### src/rtl/frame_write_scheduler_pkg.sv
// frame_write_scheduler_pkg: shared display states, screen defaults and helpers
package frame_write_scheduler_pkg;
  typedef enum logic [1:0] {CLEAR, PLOT, DRAIN, SWAP} fws_state_e;
  localparam int DEF_SCREEN_WIDTH = 640;
  localparam int DEF_SCREEN_HEIGHT = 480;
  function automatic logic [7:0] sat_inc(input logic [7:0] v, input logic hit);
    return v + 8'(hit && v != 8'hff);
  endfunction
endpackage

### src/rtl/fb_clear_counter.sv
// fb_clear_counter: clear address generator, counts up to LAST and holds there until start
module fb_clear_counter #(
  parameter int ADDR_WIDTH = 19,
  parameter int LAST = 307199
) (
  input  logic                  clk,
  input  logic                  resetn,
  input  logic                  start,
  output logic [ADDR_WIDTH-1:0] addr,
  output logic                  last
);
  localparam logic [ADDR_WIDTH-1:0] LAST_A = ADDR_WIDTH'(LAST);
  logic [ADDR_WIDTH-1:0] addr_q;
  always_ff @(posedge clk)
    if (!resetn || start) addr_q <= '0;
    else if (!last) addr_q <= addr_q + 1'b1;
  assign addr = addr_q;
  assign last = addr_q == LAST_A;
endmodule

### src/rtl/frame_write_scheduler.sv
// frame_write_scheduler: clears the back buffer, passes plotter writes through, swaps banks on vsync
module frame_write_scheduler
  import frame_write_scheduler_pkg::*;
#(
  parameter int SCREEN_WIDTH = DEF_SCREEN_WIDTH,
  parameter int SCREEN_HEIGHT = DEF_SCREEN_HEIGHT,
  parameter int ADDR_WIDTH = $clog2(SCREEN_WIDTH * SCREEN_HEIGHT)
) (
  input  logic                  clk,
  input  logic                  resetn,
  input  logic                  vsync,
  input  logic [ADDR_WIDTH-1:0] plot_addr,
  input  logic                  plot_data,
  input  logic                  plot_wr_en,
  input  logic                  plot_busy,
  output logic                  plotter_enable,
  output logic                  plotter_restart,
  output logic [ADDR_WIDTH-1:0] fb_addr,
  output logic                  fb_data,
  output logic                  fb_wr_en,
  output logic                  fb_bank,
  output logic                  disp_bank,
  output logic [7:0]            overrun_count,
  output logic [7:0]            drop_count
);
  fws_state_e state_q, state_d;
  logic vs_q, en_q, en_d, rst_q, rst_d, wr_q, wr_d, data_q, data_d;
  logic fb_bank_q, disp_q, disp_d;
  logic [ADDR_WIDTH-1:0] addr_q, addr_d, clr_addr;
  logic [7:0] ovr_q, ovr_d, drop_q, drop_d;
  logic clr_last, vs_edge;
  assign vs_edge = vsync & ~vs_q;
  fb_clear_counter #(.ADDR_WIDTH(ADDR_WIDTH), .LAST(SCREEN_WIDTH * SCREEN_HEIGHT - 1)) u_clr (
    .clk(clk), .resetn(resetn), .start(state_q == SWAP), .addr(clr_addr), .last(clr_last)
  );
  always_comb begin
    state_d = state_q;
    en_d = 1'b0;
    rst_d = 1'b0;
    disp_d = disp_q;
    addr_d = plot_addr;
    data_d = plot_data;
    wr_d = plot_wr_en;
    case (state_q)
      CLEAR: begin
        addr_d = clr_addr;
        data_d = 1'b0;
        wr_d = 1'b1;
        if (clr_last) state_d = PLOT;
      end
      PLOT: begin
        en_d = ~vs_edge;
        if (vs_edge) state_d = DRAIN;
      end
      DRAIN: if (!plot_busy && !plot_wr_en) state_d = SWAP;
      default: begin
        addr_d = '0;
        data_d = 1'b0;
        wr_d = 1'b0;
        rst_d = 1'b1;
        disp_d = ~disp_q;
        state_d = CLEAR;
      end
    endcase
    ovr_d = sat_inc(ovr_q, vs_edge && state_q != PLOT);
    drop_d = sat_inc(drop_q, plot_wr_en && (state_q == CLEAR || state_q == SWAP));
  end
  always_ff @(posedge clk)
    if (!resetn) begin
      state_q <= CLEAR;
      vs_q <= 1'b0;
      en_q <= 1'b0;
      rst_q <= 1'b0;
      addr_q <= '0;
      data_q <= 1'b0;
      wr_q <= 1'b0;
      disp_q <= 1'b0;
      fb_bank_q <= 1'b1;
      ovr_q <= '0;
      drop_q <= '0;
    end else begin
      state_q <= state_d;
      vs_q <= vsync;
      en_q <= en_d;
      rst_q <= rst_d;
      addr_q <= addr_d;
      data_q <= data_d;
      wr_q <= wr_d;
      disp_q <= disp_d;
      fb_bank_q <= ~disp_d;
      ovr_q <= ovr_d;
      drop_q <= drop_d;
    end
  assign plotter_enable = en_q;
  assign plotter_restart = rst_q;
  assign fb_addr = addr_q;
  assign fb_data = data_q;
  assign fb_wr_en = wr_q;
  assign fb_bank = fb_bank_q;
  assign disp_bank = disp_q;
  assign overrun_count = ovr_q;
  assign drop_count = drop_q;
endmodule

### config.mk
export PLATFORM = sky130hd
export DESIGN_NAME = frame_write_scheduler
export DESIGN_NICKNAME = d
export VERILOG_FILES = /design/src/rtl/frame_write_scheduler_pkg.sv /design/src/rtl/fb_clear_counter.sv /design/src/rtl/frame_write_scheduler.sv
export SDC_FILE = /design/constraint.sdc
export NUM_CORES = 1
export LEC_CHECK = 0
export ABC_AREA = 1
export BUFFER_PORTS_ARGS = -buffer_cell sky130_fd_sc_hd__clkbuf_2
export CAP_MARGIN = 5
export CORE_ASPECT_RATIO = 0.7
export CORE_MARGIN = 5
export CORE_UTILIZATION = 30
export CTS_CLUSTER_SIZE = 8
export DETAILED_ROUTE_END_ITERATION = 10
export PLACE_DENSITY = 0.48
export SKIP_CTS_REPAIR_TIMING = 1
export SLEW_MARGIN = 20
export SYNTH_ARGS = -nofsm -noshare
export SYNTH_HDL_FRONTEND = slang
export SYNTH_SLANG_ARGS = --single-unit
### constraint.sdc
create_clock -name clk -period 4.8 [get_ports clk]
set_input_delay 0.72 -clock clk [delete_from_list [all_inputs] [get_ports clk]]
set_output_delay 0.72 -clock clk [all_outputs]
set_load 0.005 [all_outputs]
### Yosys cells after proc, flatten, opt, wreduce, memory -nomap -nowiden

Cells that the tools add are included.

| word-level totals | value |
|---|---|
| bits in registers | 63 |
| input port bits | 25 |

| cells by class | value |
|---|---|
| add/subtract/negate cells | 3 |
| equal/unequal tests | 10 |
| multiplexer cells | 8 |
| bitwise gates (word level) | 5 |
| reductions and logical operators | 16 |

Operators by type and width:

| operator | number |
|---|---|
| $pmux 19 s2 | 1 |
| $add 19x1->19 const B | 1 |
| $eq 19x19->1 const B | 1 |
| $add 8x1->8 | 2 |
| $ne 8x8->1 const B | 2 |
| $mux 2 | 3 |
| $ne 2x2->1 const B | 3 |
| $pmux 2 s3 | 1 |
| $logic_and 1x1->1 | 5 |
| $eq 2x2->1 const B | 2 |
| $not 1->1 | 4 |
| $reduce_and 2->1 | 2 |
| $logic_not 1->1 | 3 |
| $reduce_and 3->1 | 1 |
| $reduce_or 3->1 | 1 |
| $eq 2x1->1 const B | 1 |
| $logic_not 2->1 | 1 |
| $logic_or 1x1->1 | 2 |
| $mux 1 | 2 |
| $ne 2x1->1 const B | 1 |
| $pmux 1 s2 | 1 |
| $reduce_or 2->1 | 1 |
| $and 1x1->1 | 1 |

### Depth between registers and ports, before layout

| logic depth | value |
|---|---|
| depth in word-level cells | 5 |
| depth in mapped cells | 11 |
| mapped depth without buffers | 11 |

### Modules after synthesis

From an unflattened synthesis, not the netlist that was laid out.

| unflattened totals | value |
|---|---|
| cell total of the unflattened synthesis | 402 |
| area, all modules | 2967.8 um^2 |

By module, submodules not included:

| module | instances | cells each | area each (um^2) | sequential area each (um^2) |
|---|---|---|---|---|
| frame_write_scheduler | 1 | 223 | 1806.7 | 880.8 |
| fb_clear_counter | 1 | 179 | 1161.1 | 380.4 |

### Least setup slack after synthesis

OpenSTA, ideal clock, no wires.

| path | value |
|---|---|
| path kind | input to register |
| start | input port vsync |
| end | register ovr_q[6] (netlist: overrun_count[6]) |
| library setup time | 0.123 ns |
| arrival | 1.929 ns |
| data required time | 4.677 ns |
| path slack | 2.748 ns |
| stages on the path | 11 |
| cell sequence | inv_1 or2_2 nor2_1 o31a_1 ha_1 ha_1 nand2_1 inv_1 nand2_1 nor4_1 nor3_1 |

| between the ends | value |
|---|---|
| word-level cells in the longest chain between the ends | 4 |

RTL lines:

| element | line | RTL |
|---|---|---|
| start, declared | frame_write_scheduler.sv:11 | `input logic vsync,` |
| $and 1x1->1 | frame_write_scheduler.sv:32 | `assign vs_edge = vsync & ~vs_q;` |
| $logic_and 1x1->1 | frame_write_scheduler.sv:65 | `ovr_d = sat_inc(ovr_q, vs_edge && state_q != PLOT);` |
| $logic_and 1x1->1 | frame_write_scheduler_pkg.sv:7 | `return v + 8'(hit && v != 8'hff);` |
| $add 8x1->8 | frame_write_scheduler_pkg.sv:7 |  |
| end signal, assigned | frame_write_scheduler.sv:91 | `ovr_q <= ovr_d;` |
| end, declared | frame_write_scheduler.sv:30 | `logic [7:0] ovr_q, ovr_d, drop_q, drop_d;` |

Every way passes these cells.
A chain may end at the register's enable or synchronous reset.

### Worst setup path in the final report

| path | value |
|---|---|
| start | register state_q[1] |
| end | register drop_q[4] (netlist: drop_count[4]) |

| between the ends | value |
|---|---|
| word-level cells in the longest chain between the ends | 5 |

RTL lines:

| element | line | RTL |
|---|---|---|
| start, declared | frame_write_scheduler.sv:26 | `fws_state_e state_q, state_d;` |
| start signal, assigned | frame_write_scheduler.sv:82 | `state_q <= state_d;` |
| $eq 2x2->1 or $logic_not 2->1 (tied branches) | frame_write_scheduler.sv:66 | `drop_d = sat_inc(drop_q, plot_wr_en && (state_q == CLEAR \|\| state_q == SWAP));` |
| $logic_or 1x1->1 * | frame_write_scheduler.sv:66 |  |
| $logic_and 1x1->1 * | frame_write_scheduler.sv:66 |  |
| $logic_and 1x1->1 * | frame_write_scheduler_pkg.sv:7 |  |
| $add 8x1->8 * | frame_write_scheduler_pkg.sv:7 |  |
| end signal, assigned | frame_write_scheduler.sv:92 | `drop_q <= drop_d;` |
| end, declared | frame_write_scheduler.sv:30 |  |

Every way passes the cells marked *; elsewhere a longest branch is shown, timed or not.

==> run metrics <==
reg2reg path depth 11; CP max-delay cell ha_1; Setup Viol. Count Final 0; H-tree levels 3; Worst-Margin Slew 959 ps; Nets 474; initial antenna violation count 0; Pre-antenna DRT Iters 4; core area 9000 um^2; io pins 66; synth warn 0; CP Capture Type flip-flop; final hold viol count 0; fill cell count 992; maximum fanout along the worst path 22; Seq pwr share 43.2%; Routed WL per cell 12.0 um; normalized max-slew margin 35.6%; CP max stage delay 790 ps; crit start category flip-flop; Worst Skew 5.13 ps; total gr overflow 0; ys async rst share 0%; status completed; first-pass GRT wire length 11,900 um; CTS tree yes; Via density 4.38; Synth Cell Area 2750 um^2; Max Clk Rate 0.404 GHz; Synthesized Nets 407; max-slew violations 0; Net Sw Power 0.395 mW; Final Critical Period 2480 ps; maximum vdd drop 0.147 mV; port bufs 65; vias in the first global route 2,450; power per cell area 424 nW/um^2; GRT Total Usage 13.1%; Net Sw Frac 27.0%; Die ar. 11,200 um^2; Clock Sink Count 63; DRT iter0 DRCs 106; Post-DRT Antenna Nets 0; Cell Area, Placed 3190 um^2; Clock Tree Buf Depth 2; Seq cells post-synth 63; detailed placement HPWL 5020 um; Clk pwr share 39.9%; Vert. Die Dim 90.1 um; CTS Root Cell clkbuf_16; wirelength, routed 6800 um; cells after synthesis 373; Diodes inserted 0; Hold WC Path Type flip-flop to flip-flop; largest net degree at the start of global routing 35; RSZ-0062 raised after global routing false; critical path cell sequence inv_1, ha_1, inv_1, o311a_1, ha_1, ha_1, nand2_1, inv_1, nand2_1, o21ai_0, a21oi_1; Cell variety after synth 28; layout cell share with drive strength beyond 1 20.3%; area grow syn2layout 25.6%; Cell Int Power 1.07 mW; Leakage 1.51 nW; WP data required 5060 ps; Tcrit/Tclk final 51.6%; Seq/Total Area, Yosys 45.9%; via count 2,483; Power, Total 1.46 mW; setup TNS 0 ps; die width 124 um; Initial Utilization 30.5%; Finished Cell Area 3450 um^2; Post-route DRC 0; combinational share of power 16.9%; Placer Congestion 0.801; CP Class flip-flop to flip-flop; Avg Cell Area, Syn 7.37 um^2; prevailing post-synth register cell dfxtp_1; clk slew on worst S/H paths 50 ps; number of synthesized flops with an enable pin 0; max-cap violations 0; Worst Hold Path Cells 1; placement row count 29; worst path arrival time 2730 ps; clk_lat worst skew 330 ps; Num CTS Buffers 9
[Yosys cell counts (all sizes together) (4+ instances only)]
library cell / count / area share [%]
o21ai: 12 / 2.2
a21oi: 38 / 6.9
nor3: 11 / 2.4
dfxtp: 63 / 46
inv: 48 / 6.6
nor2: 43 / 6.6
nand3: 17 / 3.3
clkbuf: 8 / 1.1
ha: 9 / 4.1
nor4: 4 / 0.91
xor2: 5 / 1.6
nand2: 92 / 13
or2: 4 / 0.91
nand4: 6 / 1.4
a31oi: 6 / 1.4
[power groups by stage]
stage | clock [mW] | combinational [mW] | sequential, mW
final | 0.584 | 0.248 | 0.632
after global routing | 0.633 | 0.290 | 0.641
after CTS | 0.610 | 0.258 | 0.633
after detailed placement | 0 | 0.257 | 0.643
after global placement | 0 | 0.254 | 0.644
after floorplan | 0 | 0.134 | 0.644
[flip-flops by register name (all words and copies together) (netlist names)]
name,flops
fb_addr,19
u_clr.addr,19
overrun_count,8
fb_data,1
drop_count,8
plotter_restart,1
disp_bank,1
vs_q,1
fb_wr_en,1
state_q,2
fb_bank,1
plotter_enable,1
[worst paths after layout]
path	end	startpoint	slack [ps]
worst max-delay path	drop_count[4]$_SDFF_PN0_	state_q[1]$_SDFFE_PN0P_	2320
worst min-delay path	drop_count[7]$_SDFF_PN0_	drop_count[7]$_SDFF_PN0_	490
worst max register to register	drop_count[4]$_SDFF_PN0_	state_q[1]$_SDFFE_PN0P_	2320
worst min register to register	drop_count[7]$_SDFF_PN0_	drop_count[7]$_SDFF_PN0_	490
[routing by layer]
| layer | routed length [um] | part of all wire (%) | global-route usage, % |
|---|---|---|---|
| met4 | 108 | 1.6 | 4.65 |
| met1 | 3630 | 53 | 18.2 |
| met5 | 0 | 0 | 0 |
| met3 | 452 | 6.6 | 5.69 |
| met2 | 2610 | 38 | 17.7 |
[layout make-up]
| cell class | instances | area, um^2 | share of cell area [%] |
|---|---|---|---|
| inverters | 49 | 184 | 5.33 |
| well taps | 124 | 155 | 4.49 |
| multi-input cells | 252 | 1260 | 36.6 |
| flip-flops and latches | 63 | 1260 | 36.5 |
| repair buffers | 65 | 325 | 9.42 |
| clock buffers | 13 | 260 | 7.54 |
| clock inverters | 1 | 5.00 | 0.145 |
[critical path: cells and delay by family (launching register included)]
family                     cells  cell delay, ps
AOI/OAI and AO/OA              3             360
buffers and inverters          3             280
DFF                            1             390
adders and majority gates      3            1210
and+or+nand+nor                2             150
[through the flow]
| step | hold slack [ps] | utilization (%) | instances | setup WS (ps) |
|---|---|---|---|---|
| after floorplan | 446 | - | 373 | 2750 |
| after CTS | 488 | 38.4 | 567 | 2270 |
| after global placement | 469 | 35.4 | 553 | 2150 |
| after global routing | 521 | 38.4 | 567 | 2010 |
| after detailed placement | 475 | 35.4 | 553 | 2100 |
| final | 489 | 38.4 | 567 | 2320 |
[logic make-up (layout without fill, tap and decap cells)]
| kind of cell | after synthesis | count (layout) | synth area share [%] |
|---|---|---|---|
| buffers and inverters | 58 | 128 | 8.19 |
| AOI/OAI and AO/OA | 60 | 60 | 11.7 |
| adders and majority gates | 9 | 9 | 4.10 |
| and+or+nand+nor | 177 | 177 | 28.2 |
| xor gates and xnor gates | 6 | 6 | 1.91 |
| DFF | 63 | 63 | 45.9 |
[cell usage in the layout (no fill, tap or decap)]
cell type,n
clkbuf_16,9
dfxtp_1,63
a31oi_1,6
or2_2,4
clkinv_1,1
o21a_1,1
nor4_1,4
o311a_1,1
clkbuf_8,2
inv_1,47
ha_1,9
inv_2,1
xor2_1,5
nor3_1,10
clkinv_2,1
nor2_1,39
xnor2_1,1
nand2_2,2
nand3_2,1
nor2_2,2
nor3_4,1
nand4_1,6
nor2_4,2
clkbuf_2,65
clkbuf_1,2
o21ai_0,12
o31a_1,1
a21boi_1,1
nand2_1,90
nand3_1,16
a21oi_1,38
Power figures use the tool's default switching activity.
